--- config.mk ---
export PLATFORM = sky130hd
export DESIGN_NAME = cplx_acc_dump
export DESIGN_NICKNAME = d
export VERILOG_FILES = /design/src/rtl/cplx_acc_dump.sv
export SDC_FILE = /design/constraint.sdc
export NUM_CORES = 1
export LEC_CHECK = 0
export ABC_AREA = 1
export CORE_UTILIZATION = 30
export DETAILED_ROUTE_END_ITERATION = 16
export PLACE_DENSITY_LB_ADDON = 0.1
export SYNTH_ARGS = -nofsm -noshare
export SYNTH_HDL_FRONTEND = slang
export SYNTH_SLANG_ARGS = --single-unit
--- constraint.sdc ---
create_clock -name clk_i -period 4.93 [get_ports clk_i]
set_input_delay 0.986 -clock clk_i [delete_from_list [all_inputs] [get_ports clk_i]]
set_output_delay 0.986 -clock clk_i [all_outputs]
set_load 0.01 [all_outputs]
--- src/rtl/cplx_acc_dump.sv ---
// Integrate-and-dump for complex multiplier products: sums ACC_LEN I/Q samples,
// then rounds, shifts and saturates the block sum onto a valid/ready output.
module cplx_acc_dump #(
  parameter int IN_W    = 36,
  parameter int OUT_W   = 18,
  parameter int ACC_LEN = 16,
  parameter int SHIFT   = 4
) (
  input  logic                    clk_i,
  input  logic                    arst_i,
  input  logic                    clear_i,
  input  logic                    valid_i,
  output logic                    ready_o,
  input  logic signed [IN_W-1:0]  data_i_i,
  input  logic signed [IN_W-1:0]  data_q_i,
  output logic                    valid_o,
  input  logic                    ready_i,
  output logic signed [OUT_W-1:0] data_i_o,
  output logic signed [OUT_W-1:0] data_q_o,
  output logic                    sat_o
);

  localparam int CNT_W = $clog2(ACC_LEN);
  localparam int ACC_W = IN_W + CNT_W;
  localparam logic [CNT_W-1:0]     LAST_CNT = CNT_W'(ACC_LEN - 1);
  localparam logic signed [ACC_W:0] ONE_C   = (ACC_W + 1)'(1);
  localparam logic signed [ACC_W:0] RND_C   = (SHIFT > 0) ? (ONE_C <<< ((SHIFT > 0) ? SHIFT - 1 : 0))
                                                          : {(ACC_W + 1){1'b0}};
  localparam logic signed [ACC_W:0] MAX_C   = (ONE_C <<< (OUT_W - 1)) - ONE_C;
  localparam logic signed [ACC_W:0] MIN_C   = ~MAX_C;

  // Round half up, then arithmetic shift; with SHIFT=0 the rounding constant is zero.
  function automatic logic signed [ACC_W:0] round_shift(input logic signed [ACC_W:0] v);
    logic signed [ACC_W:0] t;
    t = v + RND_C;
    return t >>> SHIFT;
  endfunction

  // Returns {clipped, value}.
  function automatic logic [OUT_W:0] saturate(input logic signed [ACC_W:0] r);
    logic [OUT_W:0] res;
    if (r > MAX_C) begin
      res = {1'b1, MAX_C[OUT_W-1:0]};
    end else if (r < MIN_C) begin
      res = {1'b1, MIN_C[OUT_W-1:0]};
    end else begin
      res = {1'b0, r[OUT_W-1:0]};
    end
    return res;
  endfunction

  logic signed [ACC_W-1:0] acc_i_r;
  logic signed [ACC_W-1:0] acc_q_r;
  logic        [CNT_W-1:0] cnt_r;
  logic signed [ACC_W-1:0] sum_i_s;
  logic signed [ACC_W-1:0] sum_q_s;
  logic        [OUT_W:0]   dump_i_s;
  logic        [OUT_W:0]   dump_q_s;
  logic                    last_cnt_s;
  logic                    accept_s;
  logic                    last_s;

  // Handshake decode and the dump datapath for the completing sample.
  always_comb begin
    last_cnt_s = (cnt_r == LAST_CNT);
    // Only the completing sample stalls, and only while a result is still held.
    ready_o    = ~(last_cnt_s & valid_o & ~ready_i);
    accept_s   = valid_i & ready_o & ~clear_i;
    last_s     = accept_s & last_cnt_s;
    sum_i_s    = acc_i_r + ACC_W'(data_i_i);
    sum_q_s    = acc_q_r + ACC_W'(data_q_i);
    dump_i_s   = saturate(round_shift((ACC_W + 1)'(sum_i_s)));
    dump_q_s   = saturate(round_shift((ACC_W + 1)'(sum_q_s)));
  end

  // Accumulators and sample counter; clear wins over a coincident last sample.
  always_ff @(posedge clk_i or posedge arst_i) begin
    if (arst_i) begin
      acc_i_r <= {ACC_W{1'b0}};
      acc_q_r <= {ACC_W{1'b0}};
      cnt_r   <= {CNT_W{1'b0}};
    end else if (clear_i || last_s) begin
      acc_i_r <= {ACC_W{1'b0}};
      acc_q_r <= {ACC_W{1'b0}};
      cnt_r   <= {CNT_W{1'b0}};
    end else if (accept_s) begin
      acc_i_r <= sum_i_s;
      acc_q_r <= sum_q_s;
      cnt_r   <= cnt_r + CNT_W'(1);
    end else begin
      acc_i_r <= acc_i_r;
      acc_q_r <= acc_q_r;
      cnt_r   <= cnt_r;
    end
  end

  // Output holding registers: reload on block completion, retire on ready_i.
  always_ff @(posedge clk_i or posedge arst_i) begin
    if (arst_i) begin
      valid_o  <= 1'b0;
      data_i_o <= {OUT_W{1'b0}};
      data_q_o <= {OUT_W{1'b0}};
      sat_o    <= 1'b0;
    end else if (last_s) begin
      valid_o  <= 1'b1;
      data_i_o <= dump_i_s[OUT_W-1:0];
      data_q_o <= dump_q_s[OUT_W-1:0];
      sat_o    <= dump_i_s[OUT_W] | dump_q_s[OUT_W];
    end else if (valid_o && ready_i) begin
      valid_o  <= 1'b0;
      data_i_o <= data_i_o;
      data_q_o <= data_q_o;
      sat_o    <= sat_o;
    end else begin
      valid_o  <= valid_o;
      data_i_o <= data_i_o;
      data_q_o <= data_q_o;
      sat_o    <= sat_o;
    end
  end

endmodule

==> summary.md <==
| Metric | Value |
|---|---|
| Remaining antenna violation count | `0` |
| Post-synthesis register bit count | `approximately 120` |
| Initial antenna violation count | `1` |
| Vias in the first global route | `approximately 18,000` |
| Avg Vias per Cell | `4.75` |
| Outcome | `completed` |
| Top FF cell, synth | `dfrtp_1` |
| Crit path max fanout | `14` |
| Hold Worst Slack | `approximately 0.5 ns` |
| Part of the power in registers | `about 16%` |
| Post-synthesis async set-or-reset flop share | `100%` |
| Fillers | `about 5,700` |
| Num CTS Buffers | `17` |
| Syn_nets | `roughly 2,800` |
| Critical Path End Type | `flop` |
| IO buf count | `about 120` |
| Rows | `82` |
| Most common cell in the synthesized netlist | `nand2_1` |
| Synthesis Warnings | `0` |
| Initial Util | `around 31%` |
| Achievable clock frequency | `0.217 GHz` |
| CTS H-Tree Depth | `4` |
| Die X | `229 um` |
| Max Cap Viol | `0` |
| Placer congestion estimate | `about 1` |
| Clock Latency Late Sink | `0.50 ns` |
| Crit path time final | `4.61 ns` |
| Area Growth Syn to Fin | `32.5%` |
| Synth top area share | `approximately a quarter` |
| Die Area | `about 52,000 um^2` |
| Slowest-stage cell, CP | `clkdlybuf4s50_1` |
| Max Slew Vio Count | `0` |
| Pre-antenna DRT Iters | `7` |
| Hold WC Path Type | `flop to flop` |
| Global Route Usage Sum | `approximately a quarter` |
| Design area | `20,400 um^2` |
| Cell taking the most area after synthesis | `nand2_1` |
| RSZ-0062 raised after global routing | `no` |
| Post-synth top cells | `1,046 x nand2_1, 390 x inv_1, 241 x nor2_1, 205 x nand3_1, 122 x dfrtp_1` |
| Sequential Area | `3050 um^2` |
| Placed insts | `around 3,800` |
| Layout cell share with drive strength beyond 1 | `around a fifth` |
| CTS tree | `done` |
| Slew margin rel. | `26.8%` |
| Final Hold Viols | `0` |
| Die H | `roughly 230 um` |
| Pleak | `about 0.011 uW` |
| Cell count after synthesis | `between 2,000 and 3,000` |
| Comb pwr share | `~65%` |
| Post-placement cell area | `19,800 um^2` |
| Top post-synthesis cells by area | `nand2_1 25%, dfrtp_1 20%, inv_1 9.5%, nand3_1 6.6%, ha_1 6.6%` |
| Root Driver | `clkbuf_16` |
| Peak supply drop | `0.000266 V` |
| Internal power | `3600 uW` |
| Drt drc | `0` |
| Core area | `about 50,000 um^2` |
| Area of the multi-input gates | `between 10,000 and 15,000 um^2` |
| Seq/Total Area, Yosys | `about a fifth` |
| Post-Route WL | `66,600 um` |
| Slowest Stage Delay on Critical Path | `roughly 0.41 ns` |
| Worst Max-Slew Pin Slew | `~1.1 ns` |
| Setup TNS | `0 ns` |
| Nets | `roughly 3,300` |
| Post-synth EDFFs | `0` |
| Yosys cell types | `47` |
| Syn Std Cell Area | `15,400 um^2` |
| Remaining Overflow, GRT | `0` |
| Most used cell, CP | `nand2_1` |
| First-pass GRT wire length | `103,000 um` |
| Sw Share | `about half` |
| Fin crit share | `between 90% and 100%` |
| Crit path launch type | `input port` |
| Setup Viol. Count Final | `0` |
| N_diodes | `0` |
| Detail Placement HPWL | `~57,000 um` |
| PD cells | `357 nW/um^2` |
| Sw Pwr | `around 3700 uW` |
| Mapped Avg Cell Area | `5.75 um^2` |
| Final core utilization | `between 40% and 50%` |
| Fin Clk Skew | `around 0.016 ns` |
| Worst-path clk slew | `approximately 0.070 ns` |
| CP Class | `input port to flop` |
| Via Count | `between 15,000 and 20,000` |
| Wirelength per Cell | `about 18 um` |
| Initial drt markers | `988` |
| # clock sinks | `roughly 120` |
| Largest net degree at the start of global routing | `76` |
| Clock power frac | `approximately a fifth` |
| I/O Pins | `about 120` |
| Data required time at the worst endpoint | `between 5 and 6 ns` |
| Worst path arrival time | `5.04 ns` |
| Max Root-Sink Buffers | `2` |
| Finished Layout Cells | `around 3,800` |
power by group through the flow:
stage                     logic (uW)  clock network (uW)  registers (uW)
after CTS                       4700                1410            1190
after floorplan                 2670                   0            1190
after global placement          4670                   0            1210
after global routing            5260                1430            1210
after detailed placement        4680                   0            1210
final                           4750                1360            1190
cells by family after synthesis:
logic type / Yosys count / share of synthesized area [%]
mux: 1 / 0.0648
flops: 122 / 19.8
buf+inv: 448 / 11.1
xor+xnor: 10 / 0.567
simple gates: 1802 / 52.7
fa+ha+maj: 83 / 6.82
compound gates: 218 / 8.92
layer usage:
metal | GRT usage [%] | wire length (um) | vias to the layer above
met5 | 0 | 0 | -
met4 | 11.8 | 2830 | 0
met3 | 3.18 | 1870 | 116
met2 | 46.3 | 32800 | 330
met1 | 30.6 | 29000 | 8320
li1 | - | - | 9302
final timing paths:
kind	from	end	slack, ns	cells past startpoint
min in group asynchronous	arst_i	acc_i_r[33]	1.01	2
worst min register to register	acc_i_r[33]	acc_i_r[33]	0.49	2
max in group asynchronous	arst_i	data_i_o[12]	3.01	3
worst max-delay path	data_q_i[0]	data_q_o[9]	0.32	26
worst max register to register	acc_q_r[0]	data_q_o[9]	0.85	25
worst min-delay path	acc_i_r[33]	acc_i_r[33]	0.49	2
critical path: cells and delay by family:
family / cells / cell delay (ns)
simple gates: 18 / 2.18
buf+inv: 5 / 1.08
fa+ha+maj: 2 / 0.67
compound gates: 1 / 0.13
sequential cells by signal, indices dropped and copies added, names as in the netlist:
name	cells
data_q_o	18
valid_o	1
data_i_o	18
acc_q_r	40
sat_o	1
acc_i_r	40
cnt_r	4
layout make-up:
class,count,share of cell area (%)
Tap cell,672,4.11
Clock buffer,17,2.08
Clock inverter,15,0.838
Timing Repair Buffer,439,18.0
Multi-Input combinational cell,2114,52.3
Inverter,423,7.79
Sequential cell,122,14.9
cells in the final DEF (no fill, tap or decap), types with 24 or more instances in the layout:
master              n
a21oi_1            50
buf_4             317
clkdlybuf4s50_1   115
dfrtp_1           122
ha_1               81
inv_1             389
inv_2              30
nand2_1          1045
nand2_2            64
nand3_1           205
nand3_2            26
nand4_1            78
nor2_1            234
nor2_2             37
nor2_4             24
o21ai_0           104
or2_2              38
per-stage QoR:
stage | power (uW) | setup slack, ns
final | 7300 | 0.315
after global routing | 7900 | 0.0183
after global placement | 5880 | -0.361
after CTS | 7300 | 0.178
after floorplan | 3850 | 0.701
after detailed placement | 5890 | -0.317
what timing repair did:
action	in CTS	in global routing
resized for setup	0	7
buffers inserted	0	4
endpoints found under the setup margin	0	8
hold buffers	0	0
endpoints found under the hold margin	0	0
Power figures use the tool's default switching activity.
